--- config.mk ---
export PLATFORM = sky130hd
export DESIGN_NAME = krnl_local_sp_arbiter
export DESIGN_NICKNAME = d
export VERILOG_FILES = /design/src/rtl/krnl_local_sp_arbiter.sv
export SDC_FILE = /design/constraint.sdc
export NUM_CORES = 1
export LEC_CHECK = 0
export BUFFER_PORTS_ARGS = -buffer_cell sky130_fd_sc_hd__buf_2
export CORE_AREA = 3 3 419 421
export CTS_CLUSTER_DIAMETER = 120
export CTS_CLUSTER_SIZE = 16
export DETAILED_ROUTE_END_ITERATION = 10
export DIE_AREA = 0 0 422 424
export PLACE_DENSITY = 0.55
export SYNTH_ARGS = -nofsm -noshare
export SYNTH_HDL_FRONTEND = slang
export SYNTH_SLANG_ARGS = --single-unit
export TNS_END_PERCENT = 1
--- constraint.sdc ---
create_clock -name clk -period 22.3 [get_ports clk]
set_input_delay 1.115 -clock clk [delete_from_list [all_inputs] [get_ports clk]]
set_output_delay 1.115 -clock clk [all_outputs]
set_load 0.005 [all_outputs]
--- src/rtl/krnl_local_sp_arbiter.sv ---
// Write/read arbiter in front of a single-port memory with a credit-limited read-response FIFO.
// Build option: define LOCAL_SP_ARB_WRITE_PRIO_EN for fixed write priority (default is round-robin).
module krnl_local_sp_arbiter #(
  parameter int DataWidth    = 256,
  parameter int AddressWidth = 11,
  parameter int RdLatency    = 2,
  parameter int RspDepth     = 4
) (
  input  logic                    clk,
  input  logic                    reset,
  input  logic                    w_valid,
  output logic                    w_ready,
  input  logic [AddressWidth-1:0] w_addr,
  input  logic [DataWidth-1:0]    w_data,
  input  logic                    r_valid,
  output logic                    r_ready,
  input  logic [AddressWidth-1:0] r_addr,
  output logic                    rsp_valid,
  input  logic                    rsp_ready,
  output logic [DataWidth-1:0]    rsp_data,
  output logic [AddressWidth-1:0] mem_address0,
  output logic                    mem_ce0,
  output logic                    mem_we0,
  output logic [DataWidth-1:0]    mem_d0,
  input  logic [DataWidth-1:0]    mem_q0
);

  localparam int PtrW = (RspDepth > 1) ? $clog2(RspDepth) : 1;
  localparam int CntW = PtrW + 1;
  localparam int SumW = CntW + 1;

  logic [CntW-1:0]      inflight;
  logic [CntW-1:0]      fifo_cnt;
  logic [SumW-1:0]      credit_used;
  logic                 credit_ok;
  logic                 r_elig;
  logic                 win_w;
  logic                 w_acc;
  logic                 r_acc;
  logic                 rd_issue;
  logic [RdLatency-1:0] rd_vld_p;
  logic                 push;
  logic                 pop;
  logic [PtrW-1:0]      wr_ptr;
  logic [PtrW-1:0]      rd_ptr;
  logic [DataWidth-1:0] fifo_mem [RspDepth];

  // A read slot is reserved from acceptance until its response is popped.
  assign credit_used = {1'b0, inflight} + {1'b0, fifo_cnt};
  assign credit_ok   = credit_used < SumW'(RspDepth);
  assign r_elig      = r_valid & credit_ok;

`ifdef LOCAL_SP_ARB_WRITE_PRIO_EN
  assign win_w = 1'b1;
`else
  logic last_w;

  always_ff @(posedge clk or negedge reset) begin
    if (!reset) begin
      last_w <= 1'b0;
    end else if (w_acc || r_acc) begin
      last_w <= w_acc;
    end
  end

  assign win_w = ~last_w;
`endif

  // The loser of a contention sees ready low and must hold its request.
  always_comb begin
    w_ready = 1'b0;
    r_ready = 1'b0;
    if (reset) begin
      w_ready = ~(r_elig & ~win_w);
      r_ready = credit_ok & ~(w_valid & win_w);
    end
  end

  assign w_acc = w_valid & w_ready;
  assign r_acc = r_valid & r_ready;

  // ---- stage p0: registered memory command, one cycle after acceptance ----
  always_ff @(posedge clk or negedge reset) begin
    if (!reset) begin
      mem_ce0      <= 1'b0;
      mem_we0      <= 1'b0;
      mem_address0 <= '0;
      mem_d0       <= '0;
    end else begin
      mem_ce0 <= w_acc | r_acc;
      mem_we0 <= w_acc;
      if (w_acc) begin
        mem_address0 <= w_addr;
        mem_d0       <= w_data;
      end else if (r_acc) begin
        mem_address0 <= r_addr;
      end
    end
  end

  assign rd_issue = mem_ce0 & ~mem_we0;

  // ---- stages p1..pN: read valid tracks the memory latency ----
  if (RdLatency > 1) begin : g_shift
    always_ff @(posedge clk or negedge reset) begin
      if (!reset) begin
        rd_vld_p <= '0;
      end else begin
        rd_vld_p <= {rd_vld_p[RdLatency-2:0], rd_issue};
      end
    end
  end else begin : g_single
    always_ff @(posedge clk or negedge reset) begin
      if (!reset) begin
        rd_vld_p <= '0;
      end else begin
        rd_vld_p <= rd_issue;
      end
    end
  end

  assign push = rd_vld_p[RdLatency-1];
  assign pop  = rsp_valid & rsp_ready;

  // ---- response FIFO: control is reset, storage is not ----
  always_ff @(posedge clk or negedge reset) begin
    if (!reset) begin
      inflight <= '0;
      fifo_cnt <= '0;
      wr_ptr   <= '0;
      rd_ptr   <= '0;
    end else begin
      inflight <= inflight + CntW'(r_acc) - CntW'(push);
      fifo_cnt <= fifo_cnt + CntW'(push) - CntW'(pop);
      if (push) begin
        wr_ptr <= wr_ptr + PtrW'(1);
      end
      if (pop) begin
        rd_ptr <= rd_ptr + PtrW'(1);
      end
    end
  end

  always_ff @(posedge clk) begin
    if (push) begin
      fifo_mem[wr_ptr] <= mem_q0;
    end
  end

  assign rsp_valid = (fifo_cnt != '0);
  assign rsp_data  = fifo_mem[rd_ptr];

endmodule

; After elaboration in Yosys (flattened, before gate mapping)
; Memories as Yosys holds them, arrays and structs flattened.
; Cells that the tools add are included.
[word_totals]
reg_bits = 282
mem_bits_rw = 1024
input_bits = 539
out_inout_bits = 528
elab_cells = 41
memories = 1
[memory_table]
columns = memory, depth, word_bits, rd, rd_clocked_by_memory_dff, wr, line
row1 = fifo_mem, 4, 256, 1, 0, 1, 46  ; logic [DataWidth-1:0] fifo_mem [RspDepth];
[op_classes]
addsub = 7
order_cmp = 1
n_mux = 6
n_bitwise = 13
n_reduce_logical = 3
[op_table]
columns = cell, count
row1 = $mux 11, 2
row2 = $and 1x1->1, 8
row3 = $add 3x1->3, 2
row4 = $sub 3x1->3, 2
row5 = $add 2x1->2 const B, 2
row6 = $add 3x3->4, 1
row7 = $lt 4x3->1 const B, 1
row8 = $mux 1, 4
row9 = $not 1->1, 4
row10 = $reduce_bool 3->1, 1
row11 = $reduce_bool 2->1, 1
row12 = $logic_or 1x1->1, 1
row13 = $or 1x1->1, 1

; Longest topological paths before layout
; Gate-level depths: netlist (run 1).
[logic_depth]
depth_word = 8
ltp_mapped = 11
ltp_nobuf = 10

; Worst setup path after synthesis (run 1)
; Ideal clock, no wire load.
[synth_path]
path_kind = register -> register
startpoint = register wr_ptr[0]
endpoint = memory fifo_mem[2][0] (enable)
setup_ns = 0.650
arrival_time_ns = 6.418
required_time_ns = 21.650
slack_ns = 15.233
stages_incl_launch_ff = 4
path_buffers = 0
period_less_slack_ns = 7.067
path_cell_list = dfrtp_1 inv_1 ha_1 and2_1
[synth_rtl]
columns = element, line
row1 = start: declaration, 44  ; logic [PtrW-1:0] wr_ptr;
row2 = start signal: assignment, 136  ; wr_ptr <= wr_ptr + PtrW'(1);
row3 = end: declaration, 46
; Straight into the memory's write port.

; Worst setup path in the final report (run 1)
[layout_path]
startpoint = register rd_ptr[0]
endpoint = output port rsp_data[214]
[layout_between]
elab_chain_len = 1
[layout_lines]
columns = element, line
row1 = start: declaration, 45  ; logic [PtrW-1:0] rd_ptr;
row2 = start signal: assignment, 139  ; rd_ptr <= rd_ptr + PtrW'(1);
row3 = $mem_v2 4x256, -
row4 = end: declaration, 20  ; output logic [DataWidth-1:0] rsp_data,
; Every way passes these cells.

==> run metrics, run 1 <==
Post-Route WL=140000 µm; area delta synth->final=22.2%; Cell Area, Synth=0.0476 mm²; dpl cell area=0.0556 mm²; Clock Tree Root=clkbuf_16; min-delay worst type=primary input to asynchronous set/reset pin; Ports=1067; Skew-Pair Late Insertion Delay=0.71 ns; final hold vios=0; Final Skew=0.0265 ns; commonest non-fill, non-tap cell in the layout=buf_2; Sw Share=30.1%; vias per cell=4.47; Layout Nets=3636; simple-gate share of the synthesized area=0.384%; setup TNS=0 ns; Post-synth top flop=edfxtp_1; Worst-path clk slew=0.07 ns; flops & latches, synth=1306; arrival time of the worst setup path=4.80 ns; worst path required time=21.19 ns; fraction of registers with async set/reset=21.6%; area share of the largest cell type after synthesis=64.6%; Initial DRC Count=1631; Leak=21.1 nW; period utilisation layout=26.5%; Initial DRT Pass Iterations=4; number of global-route vias before repair=25400; main combinational cell family by area after synthesis=multiplexers; Pwr per Cell Area=118 mW/mm²; worst-case clock buffer depth=3; die width=422 µm; number of synthesized flops with an enable pin=1024; post-synthesis mux area share=18.2%; GP Congestion=0.874; clock sinks=1306; Setup Slack @ Placement=16.90 ns; Crit. End Element=output pin; Final Worst Setup Slack=16.38 ns; CTS tree=yes; max-slew violations=0; Yosys warnings=0; Setup CP Type=register to output pin; post-synth cell types=31; postcts setup bufs=0; # setup viols final=0; Num CTS Buffers=92; Avg Cell Area, Syn=24.0 µm²; Syn Nets=2534; Synth area leaders=edfxtp_1, dfrtp_1, mux4_2; FMAX=169 MHz; final instance area=0.0582 mm²; initial core utilization=27.7%; Hold Buf Count CTS=0; Sw Pwr=2.07 mW; core footprint=0.172 mm²; worst slew pin tran=1.21 ns; Max FO, Critical Path=46; Slew HR=19.4%; Seq pwr share=47.6%; worst vdd ir=0.0735 mV; vias after detailed routing=24300; Die Ht=424 µm; most frequent cells in the layout=buf_2, edfxtp_1, dfrtp_1; Final Critical Period=5.92 ns; die area=0.179 mm²; status=completed; post-synthesis adder-cell area fraction=0.347%; Clock power frac=22.8%; share of layout cells above drive strength 1=54.9%; cell taking the most area after synthesis=edfxtp_1; RSZ-0062 raised after global routing=no; register area share after synthesis=79.5%; Residual DRC=0; row count=152; WL per Instance=25.7 µm; post-CTS sizing=0; H-tree depth=3; gr ovfl total=0; GR Util All Layers=15.1%; post-synthesis xor/xnor area fraction=0.129%; Gate power share=29.6%; initial antenna violation count=83; DP HPWL=100000 µm; startpoint types=register; Int Pwr=4.80 mW; post-synthesis cell count=1983; maxcap violations=0; Port Buf Inserts=1066; Synth Area in Compound Gates=0.313%; Detail Route Antenna Nets=0; largest net degree at the start of global routing=165; global-route wire length before repair=195000 µm
==> sequential cells by signal, summed over array words and instances, names as in the netlist, 2 cells and up <==
| signal | cells |
|---|---|
| fifo_cnt | 3 |
| mem_d0 | 256 |
| rd_ptr | 2 |
| inflight | 3 |
| wr_ptr | 2 |
| mem_address0 | 11 |
| rd_vld_p | 2 |
| fifo_mem | 1024 |
==> final cells by class <==
class / count / area (µm²)
fillers: 16400 / 114000
flip-flops and latches: 1306 / 37800
repair buffers: 1097 / 5630
clock buffers: 105 / 2370
inverters: 12 / 45.0
diodes: 22 / 55.1
well taps: 2310 / 2890
multi-input cells: 576 / 9220
clock inverters: 8 / 138
==> kinds of logic (layout without fill, tap and decap cells) <==
family	count (synthesis)	after routing
flops	1306	1306
compound gates	16	16
fa+ha+maj	12	12
mux	512	512
xor+xnor	7	7
other cells	0	22
buf+inv	101	1222
simple gates	29	29
==> routing by layer <==
| layer | vias up | GRT usage (%) | share of wire (%) |
|---|---|---|---|
| met3 | 308 | 4.28 | 6.4 |
| met5 | - | 0 | 0.0050 |
| met2 | 950 | 27.6 | 54 |
| met1 | 12800 | 15.9 | 35 |
| met4 | 2 | 7.49 | 5.3 |
| li1 | 10300 | - | - |
==> worst paths after layout <==
kind | start | depth (start not counted) | slack, ns | end
worst max-delay path | rd_ptr[0] | 5 | 16.38 | rsp_data[214]
worst min-delay path | reset | 1 | 0.26 | mem_d0[104]
worst max register to register | fifo_cnt[1] | 7 | 18.04 | mem_d0[80]
worst min register to register | rd_vld_p[0] | 0 | 0.35 | rd_vld_p[1]
max in group asynchronous | reset | 4 | 19.51 | rd_ptr[1]
min in group clk | rd_vld_p[0] | 0 | 0.35 | rd_vld_p[1]
==> critical path, stage by stage (launching register included) <==
cell and delay [ns]:
dfrtp_4 0.93, buf_4 0.71, buf_4 0.85, buf_4 0.66, mux4_2 0.60, buf_2 0.14
==> synthesized netlist by cell type, types with 11 or more instances <==
master / n
a221o_1: 11
and2_1: 14
buf_1: 11
buf_2: 35
buf_4: 11
buf_6: 14
clkbuf_1: 18
dfrtp_1: 282
edfxtp_1: 1024
inv_1: 11
mux2_1: 16
mux2_2: 240
mux4_2: 256
==> power groups by stage <==
stage	registers [mW]	logic, mW	clock network (mW)
global route	3.31	2.17	1.72
global placement	3.31	2.08	0
floorplan	3.31	1.09	0
detailed placement	3.32	2.09	0
CTS	3.27	2.09	1.63
finish	3.27	2.03	1.57
==> stage by stage <==
| stage | total power, mW | cells | hold WS, ns | util [%] |
|---|---|---|---|---|
| after floorplan | 4.40 | 1983 | 0.331 | - |
| after global placement | 5.40 | 5301 | 0.334 | 32.4 |
| after detailed placement | 5.41 | 5301 | 0.337 | 32.4 |
| after CTS | 6.99 | 5414 | 0.201 | 33.8 |
| after global routing | 7.20 | 5428 | 0.216 | 33.9 |
| final | 6.87 | 5436 | 0.261 | 33.9 |
Power figures use the tool's default switching activity.
==> run 2, diff against run 1 <==
==> constraint.sdc (replaced) <==
create_clock -name clk -period 6.1 [get_ports clk]
set_input_delay 0.305 -clock clk [delete_from_list [all_inputs] [get_ports clk]]
set_output_delay 0.305 -clock clk [all_outputs]
set_load 0.005 [all_outputs]
==> run 2 against run 1 <==
- wire length shrank 2.8%
- final cell count grew 10%
- critical path depth shrank 1
- register-to-register slack lost 15 ns
- worst setup slack lost 14 ns
- clock skew grew 0.0022 ns
- flip-flop and latch count is the same
- critical endpoint is now rsp_data[136]
==> run metrics, run 2 (synthesis gave the netlist of run 1 again) <==
top flop regs=fifo_mem (1024), mem_d0 (256), mem_address0 (11) (unchanged); Final Worst Setup Slack=2.50 ns (was 16.38 ns); setup TNS=0 ns (unchanged); FMAX=278 MHz; Metal-1 WL=49900 µm (was 48400 µm); Max FO, Critical Path=62 (was 46); die area=0.179 mm² (unchanged); worst vdd ir=0.291 mV (was 0.0735 mV); Worst-path clk slew=0.07 ns (about the same); Ports=1067 (unchanged); Pwr per Cell Area=400 mW/mm² (was 118 mW/mm²); worst slew pin tran=1.13 ns (was 1.21 ns); status=completed (unchanged); period utilisation layout=59.0%; Util after Layout=37.1% (was 33.9%); RSZ-0062 raised after global routing=no (unchanged); core footprint=0.172 mm² (unchanged); largest net degree at the start of global routing=140 (was 165); Port Buf Inserts=1066 (unchanged); final instance area=0.0637 mm² (was 0.0582 mm²); Residual DRC=0 (unchanged); overall power consumption=25.5 mW (was 6.87 mW); gr ovfl total=0 (unchanged); clock sinks=1306 (unchanged); initial core utilization=27.7% (unchanged); Met3 Wirelength=9310 µm (was 8950 µm); Final Critical Period=3.60 ns; Clock Tree Root=clkbuf_16 (unchanged); GP Congestion=0.825 (was 0.874); # setup viols final=0 (unchanged); share of layout cells above drive strength 1=46.7% (was 54.9%); commonest non-fill, non-tap cell in the layout=buf_2 (unchanged); DP HPWL=92100 µm (was 100000 µm); startpoint types=register (unchanged); Met2 Wirelength=71600 µm (was 75200 µm); vias after detailed routing=26000 (was 24300); initial antenna violation count=29 (was 83); maxcap violations=0 (unchanged); dpl cell area=0.0557 mm² (was 0.0556 mm²); area delta synth->final=33.9% (was 22.2%); Detail Route Antenna Nets=0 (unchanged); GR Util All Layers=14.9% (was 15.1%); Largest register FFs=1024 (unchanged); Skew-Pair Late Insertion Delay=0.72 ns (was 0.71 ns); most frequent cells in the layout=buf_2, edfxtp_1, dlygate4sd3_1 (was buf_2, edfxtp_1, dfrtp_1); final cell count without fillers=5988 (was 5436); Final Skew=0.0287 ns (was 0.0265 ns); Largest Register=fifo_mem (unchanged); max-slew violations=0 (unchanged); worst path required time=5.79 ns (was 21.19 ns); worst-case clock buffer depth=3 (unchanged); placed insts=5300 (was 5301); Post-Route WL=136000 µm (was 140000 µm); Crit. End Element=output pin (unchanged); global-route wire length before repair=198000 µm (was 195000 µm); Layout Nets=4172 (was 3636); vias per cell=4.35 (was 4.47); Die Ht=424 µm (unchanged); number of global-route vias before repair=28500 (was 25400); Num CTS Buffers=92 (unchanged); Max Used Layer=met5 (unchanged); Setup Slack @ Placement=2.69 ns (was 16.90 ns); WL per Instance=22.7 µm (was 25.7 µm); arrival time of the worst setup path=3.30 ns (was 4.80 ns); H-tree depth=3 (unchanged); postcts setup bufs=0 (unchanged); Hold WS=0.164 ns (was 0.261 ns); Initial DRT Pass Iterations=4 (unchanged); die width=422 µm (unchanged); min-delay worst type=primary input to register (was primary input to asynchronous set/reset pin); Slew HR=24.6% (was 19.4%); final hold vios=0 (unchanged); CTS tree=yes (unchanged); row count=152 (unchanged); Setup CP Type=register to output pin (unchanged); Initial DRC Count=1422 (was 1631); Leak=23.4 nW (was 21.1 nW)
-- run 2: changes by cell type in the layout (fill, tap and decap cells not counted), sizes merged --
cell / delta
inv: +2
clkbuf: +12
clkinv: -2
diode: +4
dlygate4sd3: +537
buf: -1
-- run 2: critical path, stage by stage, from the launching register on --
cell,delay [ns]
dfrtp_4,0.94
buf_12,0.29
buf_12,0.46
mux4_2,0.58
buf_2,0.17
-- run 2: cell type report --
| type | instances | area [µm²] |
|---|---|---|
| clock inverters | 8 | 129 |
| flip-flops and latches | 1306 | 37800 |
| diodes | 26 | 65.1 |
| inverters | 12 | 45.0 |
| well taps | 2310 | 2890 |
| multi-input cells | 576 | 9220 |
| repair buffers | 1633 | 11100 |
| clock buffers | 117 | 2430 |
| fillers | 15900 | 108000 |
-- run 2: per-layer routing --
| layer | GRT usage [%] | up-vias |
|---|---|---|
| li1 | - | 11400 |
| met1 | 16.7 | 13600 |
| met2 | 26.5 | 852 |
| met3 | 4.39 | 221 |
| met4 | 5.99 | 6 |
| met5 | 0 | - |
-- run 2: worst paths after layout --
check                            startpoint       endpoint  slack (ns)  cells past startpoint
min in group asynchronous             reset    mem_d0[216]        0.30                      2
worst min-delay path                r_valid         last_w        0.16                      5
worst min register to register  rd_vld_p[0]    rd_vld_p[1]        0.35                      0
max in group asynchronous             reset    mem_d0[147]        4.53                      3
worst max register to register  inflight[2]    inflight[2]        2.67                     10
worst max-delay path              rd_ptr[0]  rsp_data[136]        2.50                      4
-- run 2: power breakdown --
group	internal [mW]	switching [mW]	total, mW
clock network	2.80	2.99	5.79
logic	3.93	3.86	7.79
registers	11.2	0.698	11.9
-- run 2: timing repair --
item,in CTS,in global routing
hold endpoints to repair,1379,0
resized for setup,0,0
hold buffers,537,0
